<file path="src/rtl/mtimer_clint.sv">
// -----------------------------------------------------------------------------
// mtimer_clint
//
// CLINT-style machine timer and software-interrupt unit for NUM_HARTS harts.
// It holds a free-running 64-bit mtime advanced through a programmable
// prescaler. Each hart has a 64-bit mtimecmp and an msip bit. MTIME reads are
// tear-free: reading MTIME_LO latches the matching upper half into a shadow
// register, and MTIME_HI returns that shadow. Every bus access completes with
// a fixed one-cycle latency.
//
// Register map (byte offsets from BASE_ADDR, word accesses only):
//   0x000        PRESC          [PRESC_WIDTH-1:0] RW
//   0x004        MTIME_LO
//   0x008        MTIME_HI       (reads return the shadow)
//   0x00C+8h     MTIMECMP_LO[h]
//   0x010+8h     MTIMECMP_HI[h]
//   0x100+4h     MSIP[h]        bit 0 RW
//   Any other offset is unmapped: reads return 0, writes are dropped, and
//   bus_err pulses together with bus_ready.
//
// Ports:
//   clk, rst     clock; asynchronous active-high reset
//   bus_req      request, sampled on each rising edge
//   bus_we       1 = write, 0 = read
//   bus_addr     byte address (bits [1:0] ignored)
//   bus_wdata    write data
//   bus_rdata    read data, valid while bus_ready is high
//   bus_ready    one-cycle completion pulse, one cycle after the request
//   bus_err      pulses with bus_ready for an unmapped address
//   timer_irq    per-hart MTIP (registered)
//   soft_irq     per-hart MSIP (registered)
// -----------------------------------------------------------------------------
module mtimer_clint #(
  parameter int unsigned NUM_HARTS   = 1,
  parameter logic [31:0] BASE_ADDR   = 32'h0000_8000,
  parameter int unsigned PRESC_WIDTH = 8
) (
  input  logic                 clk,
  input  logic                 rst,
  input  logic                 bus_req,
  input  logic                 bus_we,
  input  logic [31:0]          bus_addr,
  input  logic [31:0]          bus_wdata,
  output logic [31:0]          bus_rdata,
  output logic                 bus_ready,
  output logic                 bus_err,
  output logic [NUM_HARTS-1:0] timer_irq,
  output logic [NUM_HARTS-1:0] soft_irq
);

  typedef enum logic [2:0] {
    SEL_NONE,
    SEL_PRESC,
    SEL_MT_LO,
    SEL_MT_HI,
    SEL_CMP_LO,
    SEL_CMP_HI,
    SEL_MSIP
  } sel_e;

  // Word-index bounds of the per-hart register groups.
  localparam logic [6:0] CMP_W_BASE  = 7'd3;
  localparam logic [6:0] CMP_W_END   = 7'(3 + 2 * NUM_HARTS);
  localparam logic [6:0] MSIP_W_BASE = 7'd64;
  localparam logic [6:0] MSIP_W_END  = 7'(64 + NUM_HARTS);

  // ---------------------------------------------------------------------------
  // State
  // ---------------------------------------------------------------------------
  logic [63:0]            mtime_q,   mtime_d;
  logic [PRESC_WIDTH-1:0] pcnt_q,    pcnt_d;
  logic [PRESC_WIDTH-1:0] presc_q,   presc_d;
  logic [31:0]            shadow_q,  shadow_d;
  logic [63:0]            mtimecmp_q [NUM_HARTS];
  logic [63:0]            mtimecmp_d [NUM_HARTS];
  logic [NUM_HARTS-1:0]   msip_q,    msip_d;
  logic [NUM_HARTS-1:0]   timer_irq_q, timer_irq_d;
  logic [NUM_HARTS-1:0]   soft_irq_q,  soft_irq_d;
  logic [31:0]            bus_rdata_q, bus_rdata_d;
  logic                   bus_ready_q, bus_ready_d;
  logic                   bus_err_q,   bus_err_d;

  // ---------------------------------------------------------------------------
  // Address decode (word granularity; the window is 128 words)
  // ---------------------------------------------------------------------------
  logic [29:0] word;
  logic [6:0]  widx;
  logic [6:0]  rel_cmp;
  logic [6:0]  rel_msip;
  sel_e        sel;
  logic [2:0]  sel_h;
  logic        wr;
  logic        rd;
  logic        unused_bits;

  assign word     = bus_addr[31:2] - BASE_ADDR[31:2];
  assign widx     = word[6:0];
  assign rel_cmp  = widx - CMP_W_BASE;
  assign rel_msip = widx - MSIP_W_BASE;
  assign wr       = bus_req &  bus_we;
  assign rd       = bus_req & ~bus_we;

  assign unused_bits = ^{bus_addr[1:0], rel_cmp[6:4], rel_msip[6:3]};

  // NOTE: every signal written in an always_comb gets a default first, so no
  // path leaves it unassigned and no latch is inferred.
  always_comb begin
    sel   = SEL_NONE;
    sel_h = '0;
    if (word[29:7] == '0) begin
      if (widx == 7'd0) begin
        sel = SEL_PRESC;
      end else if (widx == 7'd1) begin
        sel = SEL_MT_LO;
      end else if (widx == 7'd2) begin
        sel = SEL_MT_HI;
      end else if (widx >= CMP_W_BASE && widx < CMP_W_END) begin
        // Two words per hart: rel_cmp[0] selects the high half.
        sel_h = rel_cmp[3:1];
        sel   = rel_cmp[0] ? SEL_CMP_HI : SEL_CMP_LO;
      end else if (widx >= MSIP_W_BASE && widx < MSIP_W_END) begin
        sel_h = rel_msip[2:0];
        sel   = SEL_MSIP;
      end
    end
  end

  // ---------------------------------------------------------------------------
  // Read mux: register state as it was before the sampling edge
  // ---------------------------------------------------------------------------
  logic [31:0] rd_data;

  always_comb begin
    rd_data = '0;
    unique case (sel)
      SEL_PRESC: rd_data = 32'(presc_q);
      SEL_MT_LO: rd_data = mtime_q[31:0];
      SEL_MT_HI: rd_data = shadow_q;
      SEL_CMP_LO, SEL_CMP_HI, SEL_MSIP: begin
        for (int h = 0; h < NUM_HARTS; h++) begin
          if (sel_h == 3'(h)) begin
            if (sel == SEL_CMP_LO)      rd_data = mtimecmp_q[h][31:0];
            else if (sel == SEL_CMP_HI) rd_data = mtimecmp_q[h][63:32];
            else                        rd_data = {31'b0, msip_q[h]};
          end
        end
      end
      default: rd_data = '0;
    endcase
  end

  // ---------------------------------------------------------------------------
  // Next-state logic
  // ---------------------------------------------------------------------------
  logic tick;

  assign tick = (pcnt_q == presc_q);

  always_comb begin
    presc_d    = presc_q;
    pcnt_d     = tick ? '0 : pcnt_q + 1'b1;
    mtime_d    = tick ? mtime_q + 64'd1 : mtime_q;
    shadow_d   = shadow_q;
    mtimecmp_d = mtimecmp_q;
    msip_d     = msip_q;

    if (wr && sel == SEL_PRESC) begin
      presc_d = bus_wdata[PRESC_WIDTH-1:0];
      pcnt_d  = '0;
    end

    // An mtime write replaces one half and takes the place of any increment
    // due this cycle; the other half is kept with no carry. pcnt is unaffected.
    if (wr && sel == SEL_MT_LO) begin
      mtime_d  = {mtime_q[63:32], bus_wdata};
      shadow_d = mtime_q[63:32];
    end
    if (wr && sel == SEL_MT_HI) begin
      mtime_d  = {bus_wdata, mtime_q[31:0]};
      shadow_d = bus_wdata;
    end
    // The shadow pairs with the pre-increment LO value returned by this read.
    if (rd && sel == SEL_MT_LO) begin
      shadow_d = mtime_q[63:32];
    end

    for (int h = 0; h < NUM_HARTS; h++) begin
      if (wr && sel_h == 3'(h)) begin
        if (sel == SEL_CMP_LO) mtimecmp_d[h][31:0]  = bus_wdata;
        if (sel == SEL_CMP_HI) mtimecmp_d[h][63:32] = bus_wdata;
        if (sel == SEL_MSIP)   msip_d[h]            = bus_wdata[0];
      end
      timer_irq_d[h] = (mtime_q >= mtimecmp_q[h]);
    end

    soft_irq_d  = msip_q;
    bus_ready_d = bus_req;
    bus_err_d   = bus_req && (sel == SEL_NONE);
    bus_rdata_d = rd ? rd_data : '0;
  end

  // ---------------------------------------------------------------------------
  // Registers
  // ---------------------------------------------------------------------------
  // NOTE: state flops use non-blocking assignments so every register samples
  // the pre-edge value of every other register, independent of block order.
  always_ff @(posedge clk or posedge rst) begin
    if (rst) begin
      mtime_q     <= '0;
      pcnt_q      <= '0;
      presc_q     <= '0;
      shadow_q    <= '0;
      // NOTE: the mtimecmp array is architectural state with a defined reset
      // value, so it is built from resettable flops rather than a RAM.
      for (int h = 0; h < NUM_HARTS; h++) begin
        mtimecmp_q[h] <= '1;
      end
      msip_q      <= '0;
      timer_irq_q <= '0;
      soft_irq_q  <= '0;
      bus_rdata_q <= '0;
      bus_ready_q <= 1'b0;
      bus_err_q   <= 1'b0;
    end else begin
      mtime_q     <= mtime_d;
      pcnt_q      <= pcnt_d;
      presc_q     <= presc_d;
      shadow_q    <= shadow_d;
      mtimecmp_q  <= mtimecmp_d;
      msip_q      <= msip_d;
      timer_irq_q <= timer_irq_d;
      soft_irq_q  <= soft_irq_d;
      bus_rdata_q <= bus_rdata_d;
      bus_ready_q <= bus_ready_d;
      bus_err_q   <= bus_err_d;
    end
  end

  assign bus_rdata = bus_rdata_q;
  assign bus_ready = bus_ready_q;
  assign bus_err   = bus_err_q;
  assign timer_irq = timer_irq_q;
  assign soft_irq  = soft_irq_q;

endmodule

</file>
<file path="config.mk">
export PLATFORM = sky130hd
export DESIGN_NAME = mtimer_clint
export DESIGN_NICKNAME = d
export VERILOG_FILES = /design/src/rtl/mtimer_clint.sv
export SDC_FILE = /design/constraint.sdc
export NUM_CORES = 1
export LEC_CHECK = 0
export ABC_CLOCK_PERIOD_IN_PS = 16100
export BUFFER_PORTS_ARGS = -buffer_cell sky130_fd_sc_hd__buf_4
export CAP_MARGIN = 40
export CORE_ASPECT_RATIO = 0.6
export CORE_MARGIN = 4
export CORE_UTILIZATION = 25
export CTS_BUF_LIST = sky130_fd_sc_hd__clkbuf_4 sky130_fd_sc_hd__clkbuf_8 sky130_fd_sc_hd__clkbuf_16
export DETAILED_ROUTE_END_ITERATION = 12
export PLACE_DENSITY = 0.39
export SYNTH_ARGS = -nofsm -noshare
export SYNTH_HDL_FRONTEND = slang
export SYNTH_SLANG_ARGS = --single-unit
</file>
<file path="constraint.sdc">
create_clock -name clk -period 16.1 [get_ports clk]
set_input_delay 2.415 -clock clk [delete_from_list [all_inputs] [get_ports clk]]
set_output_delay 2.415 -clock clk [all_outputs]
set_load 0.01 [all_outputs]
</file>
# Word level (Yosys, flattened, before mapping)
# Index checks and enable logic that the tools add are counted.
# totals
reg_bits,213
in_bits,68
word_cells,84
# op_classes
n_addsub,5
n_lt_le_gt_ge,5
eq_ne,10
mux,26
n_bitwise,4
n_reduce_logical,21
# ops
op,n
two-way mux 32 bit,7
two-way mux 64 bit,3
one-hot mux 32 bit (4 select lines),1
"adder 64 x 1 -> 64 bit, second input constant",1
greater-or-equal comparator 64 bit,1
two-way mux 3 bit,12
"subtractor 30 x 14 -> 30 bit, second input constant",1
logical NOT 23 bit,1
two-way mux 8 bit,2
AND reduction 2 bit,5
"equality test 3 bit, second input constant",3
"adder 8 x 1 -> 8 bit, second input constant",1
equality test 8 bit,1
logical AND 1 bit,8
"equality test 7 x 1 -> 1 bit, second input constant",1
"equality test 7 x 2 -> 1 bit, second input constant",1
"greater-or-equal comparator 7 x 2 -> 1 bit, second input constant",1
"greater-or-equal comparator 7 bit, second input constant",1
logical NOT 7 bit,1
"< comparator 7 x 3 -> 1 bit, second input constant",1
"< comparator 7 bit, second input constant",1
"equality test 3 x 2 -> 1 bit, second input constant",2
logical NOT 3 bit,2
nonzero test 2 bit,2
other kinds (9),11

# Logic depth before layout (Yosys ltp)
# logic_depth
word_depth,15
ltp_mapped,11
depth_no_buf,9

# Worst setup path before layout
# Ideal clock, no wire load.
# synth_path
kind,input port to flip-flop
startpoint,input bus_addr[2]
endpoint,register mtime_q[31]
setup_time_ns,0.124
arrival_ns,4.514
required_time_ns,15.976
setup_slack_ns,11.462
stages,10
cell_sequence,inv_1 > ha_1 > or2_2 > nor4_4 > nor4b_4 > or2_2 > buf_6 > nor2_2 > and3_1 > o31a_1
# synth_via
elab_chain_len,13
# synth_rtl
item,line,source
"start, declared",42,"input logic [31:0] bus_addr,"
subtractor 30 x 14 -> 30 bit *,96,assign word = bus_addr[31:2] - BASE_ADDR[31:2];
greater-or-equal comparator 7 bit or < comparator 7 bit (tied branches),121,end else if (widx >= MSIP_W_BASE && widx < MSIP_W_END) begin
logical AND 1 bit,121,
two-way mux 3 bit,121,
two-way mux 3 bit,117,end else if (widx >= CMP_W_BASE && widx < CMP_W_END) begin
two-way mux 3 bit,115,end else if (widx == 7'd2) begin
two-way mux 3 bit,113,end else if (widx == 7'd1) begin
two-way mux 3 bit,111,if (widx == 7'd0) begin
two-way mux 3 bit *,110,if (word[29:7] == '0) begin
"equality test 3 x 2 -> 1 bit, on equally long branches","174, 178",
"logical AND 1 bit, on equally long branches","174, 178",
nonzero test 2 bit (no source line) or NOT 1 bit (tied branches),--,
AND reduction 2 bit (no source line),--,
"end signal, assigned",225,mtime_q <= mtime_d;
"end, declared",70,"logic [63:0] mtime_q, mtime_d;"
# Every way passes the cells marked *; elsewhere a longest branch is shown, timed or not. The select of a mux whose other input is x is not followed.
# A chain may end at the register's enable or synchronous reset.

# Final worst setup path
# layout_path
startpoint,input bus_addr[3]
endpoint,register shadow_q[27]
# layout_via
elab_chain_len,13
# layout_rtl
item,line,source
subtractor 30 x 14 -> 30 bit *,96,
greater-or-equal comparator 7 bit or < comparator 7 bit (tied branches),121,
logical AND 1 bit,121,
two-way mux 3 bit,121,
two-way mux 3 bit,117,
two-way mux 3 bit,115,
two-way mux 3 bit,113,
two-way mux 3 bit,111,
two-way mux 3 bit *,110,
equality test 3 x 2 -> 1 bit,178,if (wr && sel == SEL_MT_HI) begin
logical AND 1 bit,178,
two-way mux 32 bit,178,
two-way mux 32 bit,183,if (rd && sel == SEL_MT_LO) begin
"end signal, assigned",228,shadow_q <= shadow_d;
"end, declared",73,"logic [31:0] shadow_q, shadow_d;"
# Every way passes the cells marked *; elsewhere a longest branch is shown, timed or not.

==> qor.yml <==
outcome: "completed"
cp_max_fo: 39
synth.avg_cell_area_sq_um: 9.66
pwr-share-clk_pct: 48.8
fin_worst_skew_ps: 11.7
multi_input_area_sq_um: 6420
place.gp.congestion: 0.793
synth_top_area_share_pct: 30.1
drt-total-wl_microns: 43000
cts_tree: "yes"
r2r_start: "mtimecmp_q[5]$_DFFE_PP1P_"
synth_edf_count: 0
reg2regPathDepth: 12
synthArstFlopShare_pct: 100
cap_violations: 0
combPwrFrac_pct: 4.2
endpoint_kind: "register"
cts-resized-gates: 0
synth_ff_type: "dfrtp_1"
drt_iter0_markers: 664
fp.dieW_microns: 295
ctsLongestPathBuffers: 3
start_util_pct: 25.6
die_h_microns: 180
fin_ws_ps: 10370
layout-drive-gt1-share_pct: 23.3
holdWs_ps: 391
numCtsBuffers: 25
n_antenna_cell: 0
dr.pass1.iters: 5
areaGrowthSynthToFinish_pct: 18.9
hold_path_class: "reg -> reg"
wire_per_inst_microns: 21.2
synth_cell_types: 69
yosys_register_bits: 213
p_leak_nw: 6.38
htreeDepth: 1
period_share_pct: 35.6
synthCells: 1282
die_area_sq_um: 53300
pwr-share-seq_pct: 47.0
avgViaCountPerCell: 5.03
hold_depth: 0
grtUsageTotal_pct: 15.9
ant_nets: 0
fillCellCount: 5144
syn_nets: 1420
slew_violations: 0
yosysMostFrequentCell: "dfrtp_1"
finalCriticalPeriod_ps: 5730
grt_max_degree: 86
max_slew_margin_pct: 36.3
yosys.area.top_type: "dfrtp_1"
ir_worst_vdd_mv: 0.0629
dp_hpwl_microns: 30400
ctsHoldBuffers: 0
tightestPinTransition_ps: 952
grt_pass1_wl_microns: 65700
path_clk_slew_ps: 60
seq_area_frac_synth_pct: 43.7
hold_viol: 0
critical_path_class: "in -> reg"
p_switching_mw: 0.267
power.total_mw: 1.14
wl_met1_microns: 24200
highest_layer: "met4"
clk_latency_ps: 540
fin_nets: 1511
worstPathArrival_ps: 6140
cp-start-kind: "input pin"
setup_violations: 0
critPathLaunch: "bus_addr[3]"
num_rows: 62
via_count: 10200
root_buffer: "clkbuf_16"
wl_met2_microns: 16300
grt.overflow.total: 0
crit_end: "shadow_q[27]$_DFFE_PP0P_"
r2r_end: "timer_irq$_DFF_PP0_"
portBuffers: 101
fmax_ghz: 0.174
power_density_nw_per_um2: 77.6
cts_setup_buffers: 0
boundaryPins: 104
clock-sinks: 213
regArea_sq_um: 5410
p_int_mw: 0.875
critPathRequiredTime_ps: 16510
dp_slack_ps: 9840
synth_area_leaders: "dfrtp_1, dfstp_2, ha_1, mux2_2, mux2i_1"
grt_pass1_vias: 10300
dr_wl_met3_microns: 1900
core_area_sq_um: 48400
synthesis.area_sq_um: 12400
drc: 0
rrSetupSlack_ps: 12650
ys_warn_count: 0
fin_setup_tns_ps: 0
swShare_pct: 23.4
synth_commonest_cells: "dfrtp_1, nor2_1, nand2_1, inv_1"
antenna_found_initial: 1
rsz0062_at_grt: "no"
final_util_pct: 30.4
## metrics by stage
stage,cells,instance area (sq um)
final,2030,14700
after global routing,2030,14700
after CTS,2030,14700
after detailed placement,1986,13900
after global placement,1979,13800
after floorplan,1282,12400
## worst max-delay path, stage by stage
cell,delay [ps]
buf_4,130
inv_1,70
ha_1,220
or3b_2,460
a21oi_1,310
o21ba_2,200
buf_4,590
and2_1,810
buf_4,480
mux2i_1,290
o21ai_0,100
## worst min-delay path by stage
stage | start | endpoint | slack, ps
after floorplan | msip_q$_DFFE_PP0P_ | soft_irq$_DFF_PP0_ | 370
after global placement | msip_q$_DFFE_PP0P_ | soft_irq$_DFF_PP0_ | 390
after detailed placement | msip_q$_DFFE_PP0P_ | soft_irq$_DFF_PP0_ | 390
after CTS | msip_q$_DFFE_PP0P_ | soft_irq$_DFF_PP0_ | 400
after global routing | msip_q$_DFFE_PP0P_ | soft_irq$_DFF_PP0_ | 420
final | msip_q$_DFFE_PP0P_ | soft_irq$_DFF_PP0_ | 390
## state kept, by name, indices dropped and copies added (netlist names)
signal      cells
bus_err         1
bus_rdata      32
bus_ready       1
msip_q          1
mtime_q        64
mtimecmp_q     64
pcnt_q          8
presc_q         8
shadow_q       32
soft_irq        1
timer_irq       1
## kinds of logic after synthesis
group	synth area share [%]
buffers and inverters	4.71
and+or+nand+nor	16.2
muxes	12.0
xor gates and xnor gates	1.84
DFF	43.7
AOI/OAI and AO/OA	14.5
adders and majority gates	7.07
## per-layer routing
layer	vias up	global-route usage (%)
li1	4867	-
met1	5125	26.7
met2	170	21.1
met3	39	2.66
met4	0	2.27
met5	-	0
## cells in the final DEF, fill, tap and decap left out, drive strengths merged, types with 13 or more instances in the layout
cell      n
dfrtp   149
o22ai    28
ha       70
a31oi    21
dfstp    64
buf     126
nor2    126
inv      80
o21ai    62
nor3     23
xnor2    13
nand4    28
xor2     13
clkbuf   39
mux2     70
a21oi    57
nand3    43
mux2i    70
a221oi   16
nand2   115
nor4     14
and3     22
## power groups by stage
stage	registers, mW	clock network, mW	logic, mW
floorplan	0.546	0	0.0176
global placement	0.546	0	0.0474
detailed placement	0.546	0	0.0492
CTS	0.537	0.579	0.0493
global route	0.537	0.600	0.0535
finish	0.537	0.557	0.0478
## cell type report
cell class | count | share of cell area, %
multi-input cells | 926 | 43.6
flip-flops and latches | 213 | 36.8
repair buffers | 127 | 6.82
well taps | 640 | 5.44
clock buffers | 39 | 5.13
inverters | 80 | 2.09
clock inverters | 5 | 0.170
(Power assumes the default switching activity.)
